[src/rtl/pwm_fade_sequencer_pkg.sv]
// Shared register map, control bit positions and sequencer states
// for the pwm fade sequencer.
package pwm_fade_sequencer_pkg;

  localparam logic [1:0] ADDR_CTRL   = 2'd0;
  localparam logic [1:0] ADDR_PERIOD = 2'd1;
  localparam logic [1:0] ADDR_LIMITS = 2'd2;
  localparam logic [1:0] ADDR_STATUS = 2'd3;

  localparam int CTRL_EN   = 0;
  localparam int CTRL_MODE = 1;

  typedef enum logic [1:0] {
    IDLE  = 2'd0,
    WRITE = 2'd1,
    WAIT  = 2'd2,
    DONE  = 2'd3
  } state_t;

endpackage

[src/rtl/pwm_fade_sequencer_step_timer.sv]
// Step timer: reloads on load, counts down, ticks on the last
// cycle of the period (period 0 behaves as 1).
module step_timer #(
  parameter int PERIOD_W = 24
) (
  input  logic                clk,
  input  logic                rst,
  input  logic                load,
  input  logic [PERIOD_W-1:0] period,
  output logic                tick
);

  logic [PERIOD_W-1:0] cnt;

  always_ff @(posedge clk) begin
    if (rst) begin
      cnt <= '0;
    end else if (load) begin
      cnt <= (period == '0) ? PERIOD_W'(1) : period;
    end else if (cnt != '0) begin
      cnt <= cnt - PERIOD_W'(1);
    end
  end

  assign tick = (cnt == PERIOD_W'(1)) && !load;

endmodule

[src/rtl/pwm_fade_sequencer.sv]
// Bus-mapped fade sequencer: ramps a duty value between limits and
// pushes each step into the pwm peripheral as a one-cycle write.
module pwm_fade_sequencer
  import pwm_fade_sequencer_pkg::*;
#(
  parameter int WIDTH    = 4,
  parameter int PERIOD_W = 24
) (
  input  logic        clk,
  input  logic        rst,
  input  logic        wstrb,
  input  logic        sel,
  input  logic [1:0]  addr,
  input  logic [31:0] wdata,
  output logic [31:0] rdata,
  output logic        pwm_wstrb,
  output logic        pwm_sel,
  output logic [31:0] pwm_wdata,
  output logic        done
);

  state_t              state;
  logic                en;
  logic                mode;
  logic [PERIOD_W-1:0] period;
  logic [WIDTH-1:0]    min_d;
  logic [WIDTH-1:0]    max_d;
  logic [WIDTH-1:0]    duty;
  logic                dir;

  logic             wr;
  logic             ctrl_wr;
  logic             tick;
  logic [WIDTH-1:0] emax;
  logic             span;
  logic [WIDTH-1:0] nxt_duty;
  logic             nxt_dir;
  logic             at_end;

  assign wr      = sel && wstrb;
  assign ctrl_wr = wr && (addr == ADDR_CTRL);
  assign emax    = (max_d < min_d) ? min_d : max_d;
  assign span    = emax > min_d;
  assign pwm_sel = pwm_wstrb;

  step_timer #(.PERIOD_W(PERIOD_W)) u_timer (
    .clk    (clk),
    .rst    (rst),
    .load   (state == WRITE),
    .period (period),
    .tick   (tick)
  );

  always_ff @(posedge clk) begin
    if (rst) begin
      en     <= 1'b0;
      mode   <= 1'b0;
      period <= '0;
      min_d  <= '0;
      max_d  <= '1;
    end else if (wr) begin
      case (addr)
        ADDR_CTRL: begin
          en   <= wdata[CTRL_EN];
          mode <= wdata[CTRL_MODE];
        end
        ADDR_PERIOD: period <= wdata[PERIOD_W-1:0];
        ADDR_LIMITS: begin
          min_d <= wdata[WIDTH-1:0];
          max_d <= wdata[8+:WIDTH];
        end
        default: ;
      endcase
    end
  end

  // Boundary checks keep the duty inside [min, emax] so it never wraps.
  always_comb begin
    nxt_duty = duty;
    nxt_dir  = dir;
    at_end   = 1'b0;
    if (dir) begin
      if (duty < emax) begin
        nxt_duty = duty + WIDTH'(1);
      end else if (!mode) begin
        at_end = 1'b1;
      end else begin
        nxt_dir = 1'b0;
        if (span) nxt_duty = duty - WIDTH'(1);
      end
    end else begin
      if (duty > min_d) begin
        nxt_duty = duty - WIDTH'(1);
      end else begin
        nxt_dir = 1'b1;
        if (span) nxt_duty = duty + WIDTH'(1);
      end
    end
  end

  always_ff @(posedge clk) begin
    if (rst) begin
      state     <= IDLE;
      duty      <= '0;
      dir       <= 1'b1;
      done      <= 1'b0;
      pwm_wstrb <= 1'b0;
      pwm_wdata <= '0;
    end else begin
      pwm_wstrb <= 1'b0;
      if (state != IDLE && !en) begin
        state <= IDLE;
      end else begin
        unique case (state)
          IDLE: if (en) begin
            duty      <= min_d;
            dir       <= 1'b1;
            done      <= 1'b0;
            pwm_wstrb <= 1'b1;
            pwm_wdata <= {{(32-WIDTH){1'b0}}, min_d};
            state     <= WRITE;
          end
          WRITE: state <= WAIT;
          WAIT: if (tick) begin
            if (at_end) begin
              done  <= 1'b1;
              state <= DONE;
            end else begin
              duty      <= nxt_duty;
              dir       <= nxt_dir;
              pwm_wstrb <= 1'b1;
              pwm_wdata <= {{(32-WIDTH){1'b0}}, nxt_duty};
              state     <= WRITE;
            end
          end
          DONE: if (ctrl_wr) state <= IDLE;
        endcase
      end
    end
  end

  always_comb begin
    rdata = '0;
    if (sel && !wstrb) begin
      case (addr)
        ADDR_CTRL: begin
          rdata[CTRL_EN]   = en;
          rdata[CTRL_MODE] = mode;
        end
        ADDR_PERIOD: rdata[PERIOD_W-1:0] = period;
        ADDR_LIMITS: begin
          rdata[WIDTH-1:0] = min_d;
          rdata[8+:WIDTH]  = max_d;
        end
        default: begin
          rdata[9]         = done;
          rdata[8]         = dir;
          rdata[WIDTH-1:0] = duty;
        end
      endcase
    end
  end

endmodule

[config.mk]
export PLATFORM = sky130hd
export DESIGN_NAME = pwm_fade_sequencer
export DESIGN_NICKNAME = d
export VERILOG_FILES = /design/src/rtl/pwm_fade_sequencer_pkg.sv /design/src/rtl/pwm_fade_sequencer_step_timer.sv /design/src/rtl/pwm_fade_sequencer.sv
export SDC_FILE = /design/constraint.sdc
export NUM_CORES = 1
export LEC_CHECK = 0
export BUFFER_PORTS_ARGS = -buffer_cell sky130_fd_sc_hd__buf_4
export CAP_MARGIN = 10
export CELL_PAD_IN_SITES_DETAIL_PLACEMENT = 1
export CELL_PAD_IN_SITES_GLOBAL_PLACEMENT = 1
export CORE_UTILIZATION = 39
export CTS_CLUSTER_DIAMETER = 80
export DETAILED_ROUTE_END_ITERATION = 8
export GPL_TIMING_DRIVEN = 1
export PLACE_DENSITY = 0.93
export SETUP_SLACK_MARGIN = 0.4
export SLEW_MARGIN = 20
export SYNTH_ARGS = -nofsm -noshare
export SYNTH_HDL_FRONTEND = slang
export SYNTH_SLANG_ARGS = --single-unit
[constraint.sdc]
create_clock -name clk -period 4.55 [get_ports clk]
set_clock_uncertainty 0.15 [all_clocks]
set_input_delay 0.2275 -clock clk [delete_from_list [all_inputs] [get_ports clk]]
set_output_delay 0.2275 -clock clk [all_outputs]
set_load 0.02 [all_outputs]
==> results of run 1 <==
## what timing repair did
action / in CTS / in global routing
hold buffers: 22 / 0
gates resized for setup: 0 / 3
setup endpoints to repair: 0 / 8
hold endpoints to repair: 29 / 0
## layout make-up
type	count	share of cell area (%)
flip-flops and latches	67	26.15
multi-input cells	454	51.60
well taps	140	3.415
repair buffers	84	13.37
inverters	20	1.464
clock buffers	9	2.415
clock inverters	7	1.586
## cells in the mapped netlist, types with 5 or more instances
master / number
ha_1: 23
nor2_1: 58
nand3_1: 18
or3_1: 6
dfxtp_1: 67
clkbuf_1: 23
nand2b_1: 7
nand2_1: 88
buf_4: 37
mux2i_1: 6
nand4_1: 7
and2_1: 16
a22oi_1: 17
a211oi_1: 9
nor3_1: 17
o21ai_0: 25
xnor2_1: 5
a21oi_1: 47
inv_1: 20
nor4_1: 9
## cells by family after synthesis
group	count (synthesis)	synth area share [%]
buffers and inverters	84	10.73
XOR/XNOR	9	1.828
flip-flops	67	31.10
AND/OR/NAND/NOR	246	27.01
AO/OA/AOI/OAI	134	21.18
multiplexers	6	1.393
other	1	0.08695
adder cells (fa/ha/maj)	23	6.673
## per-stage QoR
stage / worst slack (ns) / utilization (%) / area, um2 / hold WS (ns) / instances
floorplan: 1.121 / - / 4444 / 0.2015 / 605
global placement: 0.6881 / 43.52 / 4697 / 0.3002 / 743
detailed placement: 0.5004 / 43.52 / 4697 / 0.3139 / 743
CTS: 0.4858 / 47.46 / 5122 / 0.001657 / 781
global route: 0.4157 / 47.52 / 5129 / 0.005885 / 781
finish: 0.7161 / 47.52 / 5129 / 0.02325 / 781
## power by group
group	internal, mW	total, mW	switching [mW]	leakage [nW]
registers	0.689	0.816	0.127	0.545
logic	0.364	0.969	0.605	1.52
clock network	0.261	0.524	0.263	0.101
## flip-flops by register name (all words and copies together), names as in the netlist, 2 cells and up
signal       cells
period          24
u_timer.cnt     24
max_d            4
min_d            4
pwm_wdata        4
state            2
## critical path, cell delays in order (launching register included)
cell and delay, ns:
dfxtp_1 0.39, inv_1 0.14, ha_1 0.35, a2111oi_4 0.37, nor2_1 0.18, o21ai_0 0.28
inv_1 0.10, ha_1 0.21, a2111oi_2 0.35, nand2_1 0.09, nor3_1 0.24, nor3_1 0.19
o22ai_4 0.34, o21ai_2 0.10, a221oi_2 0.27
## cells in the final DEF, fill, tap and decap left out, types with 3 or more instances in the layout
cell,n
nor2b_1,3
ha_1,23
o31ai_1,3
nand4_1,7
nor2_1,58
nand2b_1,7
clkbuf_8,9
nor4_1,9
a211oi_1,9
o211ai_1,3
o21ai_0,24
nor3_1,17
buf_4,62
conb_1,36
a22o_1,3
and2_1,16
xnor2_1,5
a21oi_1,47
nand2_1,88
mux2i_1,6
xor2_1,4
nand3_1,18
and3_1,4
dfxtp_1,67
dlygate4sd3_1,22
inv_6,3
a22oi_1,17
inv_1,20
or3_1,6
a311oi_1,4
## path summary, 6_finish.rpt
check | start | to | slack, ns | cells past startpoint
setup / recovery | min_d[1]$_SDFFE_PP0P_ | pwm_wdata[0]$_SDFFE_PP0P_ | 0.72 | 14
hold / removal | wdata[14] | period[14]$_SDFFE_PP0P_ | 0.02 | 3
setup reg to reg | min_d[1]$_SDFFE_PP0P_ | pwm_wdata[0]$_SDFFE_PP0P_ | 0.72 | 14
hold reg to reg | min_d[3]$_SDFFE_PP0P_ | min_d[3]$_SDFFE_PP0P_ | 0.33 | 2
## metal layers
layer | GRT usage [%] | wire, um | vias to the layer above
li1 | - | - | 2064
met1 | 31.02 | 6098 | 2162
met2 | 47.14 | 7366 | 194
met3 | 6.565 | 933 | 43
met4 | 11.15 | 459 | 0
met5 | 0 | 0 | -
==> reports/results.md, run 1 <==
• **post-detailed-route via-to-cell ratio** 5.714
• **Pins Over Slew Limit** 0
• **required time of the critical path** 4.67 ns
• **share of cells above drive strength 1** 14.82%
• **RD Place Congestion** 0.8768
• **number of antenna violations at the first check in global routing** 0
• **top flip-flop cell by instance count after synthesis** dfxtp_1
• **detailed-routing iteration count for the pre-antenna-repair pass** 4
• **Syn-to-layout area delta** 18.92%
• **count of input and output buffers** 60
• **Setup Buffers After CTS** 0
• **Die Y** 107.2 um
• **critical path peak fanout** 8
• **post-synth top area share** 31.10%
• **effective utilization at floorplan** 39.96%
• **Tot GR Track Use** 26.87%
• **antenna cells** 0
• **Critical Path AT** 3.95 ns
• **fill cell instance count of the final layout** 1331
• **post-detail-place hpwl** 10120 um
• **sequential cell area in the final layout** 1341 um2
• **Die Area** 11480 um2
• **Post-synth ARST share** 0%
• **Row Count** 38
• **unrepaired setup endpoints after global routing** false
• **Syn. warnings** 0
• **Clock transition at path regs** 0.09 ns
• **DIE WIDTH** 107.2 um
• **Slew HR** 31.01%
• **clock buffer depth** 2
• **Top-Level Pins** 105
• **area of combinational cells with multiple inputs** 2646 um2
• **biggest area consumer among synthesized cells** dfxtp_1
• **Worst Tran Pin Value** 1.030 ns
• **number of remaining DRC errors** 0
• **maximum number of pins on one net before global-route repair** 47
• **Total Wirelength** 14860 um
• **final total negative setup slack** 0 ns
• **number of clock sinks** 67
• **total count of hold-check failures in the final report** 0
• **period utilization** 84.26%
• **count of cell types in the netlist** 60
• **routed wire length per instance** 19.02 um
• **vias in the first global route** 4571
• **post-route antenna net violation count** 0
• **category of the worst setup path capture point** flop
• **CTS Buf Count** 9
• **EDFF count, synth** 0
• **Leakage** 2.170 nW
• **Core Area** 10790 um2
• **Setup Viol. Count Final** 0
• **buffer type at the clock tree root** clkbuf_8
• **Seq/Total Area, Yosys** 31.10%
• **via count** 4463
• **maximum frequency from static timing analysis** 260.8 MHz
• **number of DRC markers in iteration 0** 281
• **cells taking the most area after synthesis** dfxtp_1 (31%), nand2_1 (7.7%), ha_1 (6.7%)
• **Mapped Area** 4313 um2
• **wire length of the first global-routing pass** 23890 um
• **flop and latch count out of synthesis** 67
• **crit path launch type** flop
• **net count reported at finish** 697
• **Total Power Consumption** 2.309 mW
• **TritonCTS clock tree** done
• **outcome** finished, final reports clean
• **type of the most critical hold path** primary input to flop
• **max_cap viols** 0
• **average footprint of a synthesized cell** 7.566 um2
• **total congestion overflow** 0
• **Critical Setup Path Class** flop to flop
• **number of instances in the synthesized netlist** 570
• **count of H-tree levels built during CTS** 3
• **pwr/cell area** 450.1 nW/um2
• **worst supply voltage drop on vdd** 0.2307 mV
• **final critical-path required period** 3.834 ns
• **clock latency on the worst-skew pair** 0.35 ns
Note: power is estimated with default switching activity, not from simulation.
==> inputs of run 2 (changes only) <==
--- a/config.mk
+++ b/config.mk
@@ -9,11 +9,11 @@
 export CAP_MARGIN = 10
 export CELL_PAD_IN_SITES_DETAIL_PLACEMENT = 1
 export CELL_PAD_IN_SITES_GLOBAL_PLACEMENT = 1
-export CORE_UTILIZATION = 39
+export CORE_UTILIZATION = 35
 export CTS_CLUSTER_DIAMETER = 80
 export DETAILED_ROUTE_END_ITERATION = 8
 export GPL_TIMING_DRIVEN = 1
-export PLACE_DENSITY = 0.93
+export PLACE_DENSITY = 0.89
 export SETUP_SLACK_MARGIN = 0.4
 export SLEW_MARGIN = 20
 export SYNTH_ARGS = -nofsm -noshare
==> constraint.sdc (replaced) <==
create_clock -name clk -period 3.3 [get_ports clk]
set_clock_uncertainty 0.15 [all_clocks]
set_input_delay 0.165 -clock clk [delete_from_list [all_inputs] [get_ports clk]]
set_output_delay 0.165 -clock clk [all_outputs]
set_load 0.02 [all_outputs]
==> reports/results.md, run 2 (same netlist as run 1, synthesis figures left out) <==
• **maximum number of pins on one net before global-route repair** 46, was 47
• **Row Count** 40, was 38
• **Clock transition at path regs** 0.06 ns, was 0.09 ns
• **min-delay src** rst, was wdata[14]
• **Setup Viol. Count Final** 0, unchanged
• **DIE WIDTH** 113.0 um, was 107.2 um
• **clock latency on the worst-skew pair** 0.34 ns, was 0.35 ns
• **met1 capacity usage during global routing** 30.94%, was 31.02%
• **count of input and output buffers** 60, unchanged
• **Critical Setup Path Class** flop to flop, unchanged
• **PnR worst setup slack** 0.03888 ns, was 0.7161 ns
• **Critical Path AT** 3.36 ns, was 3.95 ns
• **registers with the most flip-flops** period x24, u_timer.cnt x24, unchanged
• **vias in the first global route** 4978, was 4571
• **most frequent cells in the layout** buf_4 (90), nand2_1 (86), dfxtp_1 (62), was nand2_1 (88), dfxtp_1 (67), buf_4 (62)
• **outcome** finished, final reports clean, unchanged
• **fill cell instance count of the final layout** 1439, was 1331
• **Core Area** 12010 um2, was 10790 um2
• **unrepaired setup endpoints after global routing** true, was false
• **Slew HR** 34.32%, was 31.01%
• **post-detailed-route via-to-cell ratio** 5.803, was 5.714
• **wire length of the first global-routing pass** 25920 um, was 23890 um
• **via count** 4753, was 4463
• **detailed-routing iteration count for the pre-antenna-repair pass** 5, was 4
• **Worst Tran Pin Value** 0.9825 ns, was 1.030 ns
• **period utilization** 98.82%, was 84.26%
• **count of H-tree levels built during CTS** 3, unchanged
• **minimum setup slack after placement** -0.1608 ns, was 0.5004 ns
• **Syn-to-layout area delta** 31.80%, was 18.92%
• **maximum frequency from static timing analysis** 306.6 MHz, was 260.8 MHz
• **TritonCTS clock tree** done, unchanged
• **worst supply voltage drop on vdd** 0.3272 mV, was 0.2307 mV
• **number of DRC markers in iteration 0** 352, was 281
• **final critical-path required period** 3.261 ns, was 3.834 ns
• **total congestion overflow** 0, unchanged
• **antenna cells** 0, unchanged
• **Total Wirelength** 16700 um, was 14860 um
• **number of remaining DRC errors** 0, unchanged
• **post-route antenna net violation count** 0, unchanged
• **Pins Over Slew Limit** 0, unchanged
• **total count of hold-check failures in the final report** 0, unchanged
• **share of cells above drive strength 1** 23.36%, was 14.82%
• **number of antenna violations at the first check in global routing** 0, unchanged
• **pwr/cell area** 645.3 nW/um2, was 450.1 nW/um2
• **required time of the critical path** 3.40 ns, was 4.67 ns
• **clock buffer depth** 2, unchanged
• **first element of the critical path** min_d[1]$_SDFFE_PP0P_, unchanged
• **RD Place Congestion** 0.8720, was 0.8768
• **most common cell after layout, fill and taps aside** buf_4, was nand2_1
• **busiest grt layer** met2, unchanged
• **Die Area** 12770 um2, was 11480 um2
• **routed wire length per instance** 20.39 um, was 19.02 um
• **Tot GR Track Use** 26.01%, was 26.87%
• **category of the worst setup path capture point** flop, unchanged
• **met3 usage** 4.071%, was 6.565%
• **Die Y** 113.0 um, was 107.2 um
• **net count reported at finish** 728, was 697
• **critical path peak fanout** 7, was 8
• **r2r startpoint** min_d[1]$_SDFFE_PP0P_, unchanged
• **max_cap viols** 0, unchanged
• **Leakage** 2.400 nW, was 2.170 nW
• **number of clock sinks** 67, unchanged
• **CTS Buf Count** 9, unchanged
• **buffer type at the clock tree root** clkbuf_16, was clkbuf_8
• **Top-Level Pins** 105, unchanged
• **effective utilization at floorplan** 35.91%, was 39.96%
• **type of the most critical hold path** primary input to flop, unchanged
• **Min Hold Slack** 0.1947 ns, was 0.02325 ns
• **post-detail-place hpwl** 10380 um, was 10120 um
• **crit path launch type** flop, unchanged
• **Global Route met2 Usage** 46.30%, was 47.14%
run 2: final timing paths:
check	end	slack, ns	depth (start not counted)
setup reg to reg	pwm_wdata[0]$_SDFFE_PP0P_	0.04	14
setup / recovery	pwm_wdata[0]$_SDFFE_PP0P_	0.04	14
hold reg to reg	min_d[3]$_SDFFE_PP0P_	0.32	2
hold / removal	max_d[2]$_SDFFE_PP1P_	0.19	3
run 2: stage by stage:
stage | instances | cell area, um2 | TNS, ns | util, % | power [mW]
after CTS | 814 | 5592 | 0 | 46.55 | 3.590
after global routing | 819 | 5684 | -0.05121 | 47.32 | 3.845
after global placement | 764 | 4863 | 0 | 40.49 | 2.346
after floorplan | 605 | 4498 | 0 | - | 2.131
after detailed placement | 764 | 4863 | -0.4132 | 40.49 | 2.432
final | 819 | 5684 | 0 | 47.32 | 3.668
run 2: layout make-up:
class / count / area [um2] / area share, %
Multi-Input combinational cell: 454 / 2820 / 49.61
Sequential cell: 67 / 1348 / 23.71
Timing Repair Buffer: 115 / 927.1 / 16.31
Clock buffer: 11 / 242.7 / 4.270
Tap cell: 147 / 183.9 / 3.236
Clock inverter: 5 / 85.08 / 1.497
Inverter: 20 / 77.57 / 1.365
run 2: where the power goes:
group	internal [mW]	switching [mW]	total, mW
sequential	0.952	0.177	1.13
clock	0.687	0.389	1.08
combinational	0.563	0.900	1.46
run 2: per-layer routing:
metal | wire length [um] | share of wire, %
met1 | 6636 | 40
met2 | 8230 | 49
met3 | 1177 | 7.0
met4 | 656 | 3.9
met5 | 0 | 0
run 2: critical path, cell delays in order, from the launching register on:
cell and delay, ns:
dfxtp_2 0.35, inv_2 0.06, ha_4 0.22, a2111oi_4 0.41, nor2_4 0.10, o21ai_2 0.19
inv_2 0.08, ha_4 0.18, a2111oi_4 0.35, nand2_2 0.11, nor3_4 0.21, nor3_2 0.11
o22ai_4 0.26, o21ai_2 0.11, a221oi_2 0.28
run 2: repair_timing:
| action | CTS | global route |
|---|---|---|
| hold buffers | 24 | 0 |
| buffers inserted | 10 | 5 |
| resized for setup | 18 | 11 |
| hold endpoints to repair | 32 | 0 |
| pin swaps | 14 | 13 |
| gates cloned | 0 | 0 |
| endpoints found under the setup margin | 8 | 12 |
==> inputs of run 3 (changes only) <==
--- a/config.mk
+++ b/config.mk
@@ -5,6 +5,7 @@
 export SDC_FILE = /design/constraint.sdc
 export NUM_CORES = 1
 export LEC_CHECK = 0
+export ABC_AREA = 1
 export BUFFER_PORTS_ARGS = -buffer_cell sky130_fd_sc_hd__buf_4
 export CAP_MARGIN = 10
 export CELL_PAD_IN_SITES_DETAIL_PLACEMENT = 1
==> reports/results.md, run 3 <==
• **outcome** finished, final reports clean, unchanged
• **category of the worst setup path capture point** flop, unchanged
• **top flip-flop cell by instance count after synthesis** dfxtp_1, unchanged
• **top-count cell post-synth** nand2_1, unchanged
• **maximum frequency from static timing analysis** 355.9 MHz, was 306.6 MHz
• **count of cell types in the netlist** 47, was 60
• **minimum setup slack after placement** 0.2443 ns, was -0.1608 ns
• **Die Area** 12840 um2, was 12770 um2
• **Core Area** 12060 um2, was 12010 um2
• **Inst Count DP** 808, was 764
• **routed wire length on met3** 732 um, was 1177 um
• **pwr/cell area** 645.8 nW/um2, was 645.3 nW/um2
• **post-route antenna net violation count** 0, unchanged
• **area share of and/or/nand/nor cells after synthesis** 22.47%, was 27.01%
• **number of DRC markers in iteration 0** 286, was 352
• **share of cells above drive strength 1** 23.21%, was 23.36%
• **number of clock sinks** 67, unchanged
• **final critical-path required period** 2.810 ns, was 3.261 ns
• **final total negative setup slack** 0 ns, unchanged
• **critical path peak fanout** 7, unchanged
• **post-synth top area share** 30.92%, was 31.10%
• **average footprint of a synthesized cell** 7.230 um2, was 7.566 um2
• **Total Wirelength** 15550 um, was 16700 um
• **antenna cells** 0, unchanged
• **PnR worst setup slack** 0.4899 ns, was 0.03888 ns
• **registers with the most flip-flops** period x24, u_timer.cnt x24, unchanged
• **count of H-tree levels built during CTS** 3, unchanged
• **period utilization** 85.15%, was 98.82%
• **uppermost layer routed** met4, unchanged
• **total congestion overflow** 0, unchanged
• **RD Place Congestion** 0.9543, was 0.8720
• **Syn-to-layout area delta** 27.29%, was 31.80%
• **Setup Viol. Count Final** 0, unchanged
• **net count reported at finish** 741, was 728
• **clock buffer depth** 2, unchanged
• **most common cell after layout, fill and taps aside** buf_4, unchanged
• **Slew HR** 42.58%, was 34.32%
• **unrepaired setup endpoints after global routing** false, was true
• **fraction of the mapped netlist area in adder cells** 6.634%, was 6.672%
• **biggest area consumer among synthesized cells** dfxtp_1, unchanged
• **number of instances in the synthesized netlist** 600, was 570
• **number of antenna violations at the first check in global routing** 0, unchanged
• **non-filler cells, final** 853, was 819
• **post-layout utilization of the core** 45.78%, was 47.32%
• **cells taking the most area after synthesis** dfxtp_1 (31%), a21oi_1 (6.9%), ha_1 (6.6%), was dfxtp_1 (31%), nand2_1 (7.7%), ha_1 (6.7%)
• **type of the most critical hold path** primary input to flop, unchanged
• **post-detail-place hpwl** 10170 um, was 10380 um
• **number of remaining DRC errors** 0, unchanged
• **Pins Over Slew Limit** 0, unchanged
• **post-detailed-route via-to-cell ratio** 5.389, was 5.803
• **xor-xnor portion of the synthesized cell area** 3.432%, was 1.828%
• **total routed wire length on the met1 layer** 6431 um, was 6636 um
• **buffer type at the clock tree root** clkbuf_16, unchanged
• **Post-synth ARST share** 0%, unchanged
• **Leakage** 2.400 nW, about the same
• **Seq/Total Area, Yosys** 30.92%, was 31.10%
• **most frequent cells in the layout** buf_4 (70), inv_1 (66), nand2_1 (65), was buf_4 (90), nand2_1 (86), dfxtp_1 (62)
• **maximum number of pins on one net before global-route repair** 49, was 46
• **main combinational cell family by area after synthesis** simple AND/OR/NAND/NOR gates, unchanged
• **top post-synthesis cells by count** nand2_1 (74), inv_1 (71), dfxtp_1 (67), a21oi_1 (60), o21ai_0 (53), was nand2_1 (88), dfxtp_1 (67), nor2_1 (58), a21oi_1 (47), buf_4 (37)
• **Row Count** 40, unchanged
• **EDFF count, synth** 0, unchanged
• **clock latency on the worst-skew pair** 0.35 ns, was 0.34 ns
• **Top-Level Pins** 105, unchanged
• **mux share of post-synthesis cell area** 0%, was 1.393%
• **TritonCTS clock tree** done, unchanged
• **routed wire length per instance** 18.22 um, was 20.39 um
• **Mapped Area** 4338 um2, was 4313 um2
• **Syn. warnings** 0, unchanged
• **Critical Setup Path Class** flop to flop, unchanged
• **effective utilization at floorplan** 35.96%, was 35.91%
• **CTS Buf Count** 9, unchanged
• **Clock transition at path regs** 0.06 ns, about the same
• **vias in the first global route** 4635, was 4978
• **flop and latch count out of synthesis** 67, unchanged
• **total count of hold-check failures in the final report** 0, unchanged
• **Die Y** 113.3 um, was 113.0 um
• **Critical Path AT** 2.93 ns, was 3.36 ns
• **crit path launch type** flop, unchanged
• **max_cap viols** 0, unchanged
• **Worst Tran Pin Value** 0.8604 ns, was 0.9825 ns
• **required time of the critical path** 3.42 ns, was 3.40 ns
• **wire length of the first global-routing pass** 23760 um, was 25920 um
• **via count** 4597, was 4753
• **worst supply voltage drop on vdd** 0.2600 mV, was 0.3272 mV
• **detailed-routing iteration count for the pre-antenna-repair pass** 4, was 5
• **DIE WIDTH** 113.3 um, was 113.0 um
• **met2 wire length** 7762 um, was 8230 um
• **compound-cell area share of the yosys netlist** 21.17%, was 21.18%
• **Tot GR Track Use** 23.98%, was 26.01%
• **count of input and output buffers** 60, unchanged
==> run 3: cell count changes after synthesis, sizes merged, moves of 7 or more <==
cell and change:
nand3 +7, and2 -16, nand2b -7, a21oi +15, nor2 -9, o21ai +31, inv +61, nand2 -8
or3 -7, a22oi -16
==> run 3: worst paths after layout <==
kind / startpoint / to / slack [ns] / cells past startpoint
min: wdata[15] / period[15]$_SDFFE_PP0P_ / 0.03 / 3
min reg2reg: period[9]$_SDFFE_PP0P_ / period[9]$_SDFFE_PP0P_ / 0.34 / 2
max: min_d[3]$_SDFFE_PP0P_ / pwm_wdata[1]$_SDFFE_PP0P_ / 0.49 / 17
max reg2reg: min_d[3]$_SDFFE_PP0P_ / pwm_wdata[1]$_SDFFE_PP0P_ / 0.49 / 17
==> run 3: area by class of cell <==
class	instances	area, um2
repair buffers	90	725.7
inverters	83	319.1
well taps	168	210.2
clock inverters	4	72.57
clock buffers	12	256.5
fillers	1488	6540
flip-flops and latches	67	1351
multi-input cells	429	2586
==> run 3: critical path, stage by stage (launching register included) <==
cell,delay (ns)
dfxtp_2,0.36
inv_4,0.07
ha_4,0.28
inv_2,0.05
a21oi_4,0.16
nand2_4,0.09
o21a_1,0.24
ha_4,0.28
inv_1,0.05
nor2_2,0.13
o21ai_2,0.08
a32oi_2,0.19
nor3_2,0.08
nand2_2,0.10
nand3_4,0.15
nand2_2,0.11
nand2_2,0.05
a21oi_2,0.12
==> run 3: logic make-up after synthesis <==
| logic type | count (synthesis) |
|---|---|
| AO/OA/AOI/OAI | 158 |
| XOR/XNOR | 17 |
| adder cells (fa/ha/maj) | 23 |
| buffers and inverters | 139 |
| flip-flops | 67 |
| other | 1 |
| AND/OR/NAND/NOR | 195 |
==> run 3: layer usage <==
metal,vias to the layer above,GRT usage [%]
li1,2105,-
met1,2267,28.51
met2,170,41.31
met3,55,4.767
met4,0,11.58
met5,-,0
==> run 3: what timing repair did <==
action | 4_1_cts | 5_1_grt
gates resized for setup | 8 | 33
endpoints found under the hold margin | 24 | 0
pin swaps | 4 | 18
hold buffers | 20 | 0
buffers inserted | 0 | 9
setup endpoints to repair | 4 | 5
==> run 3: through the flow <==
stage	area, um2	hold WS, ns	total power [mW]
5_1_grt	5522	0.04526	3.756
2_1_floorplan	4469	0.09955	2.107
6_report	5522	0.02864	3.566
3_3_place_gp	4787	0.2458	2.303
4_1_cts	5325	0.004424	3.485
3_5_place_dp	4787	0.2558	2.380
==> run 3: power breakdown <==
group	switching, mW	total, mW	internal [mW]
combinational	0.827	1.33	0.501
sequential	0.185	1.14	0.956
clock	0.394	1.10	0.703
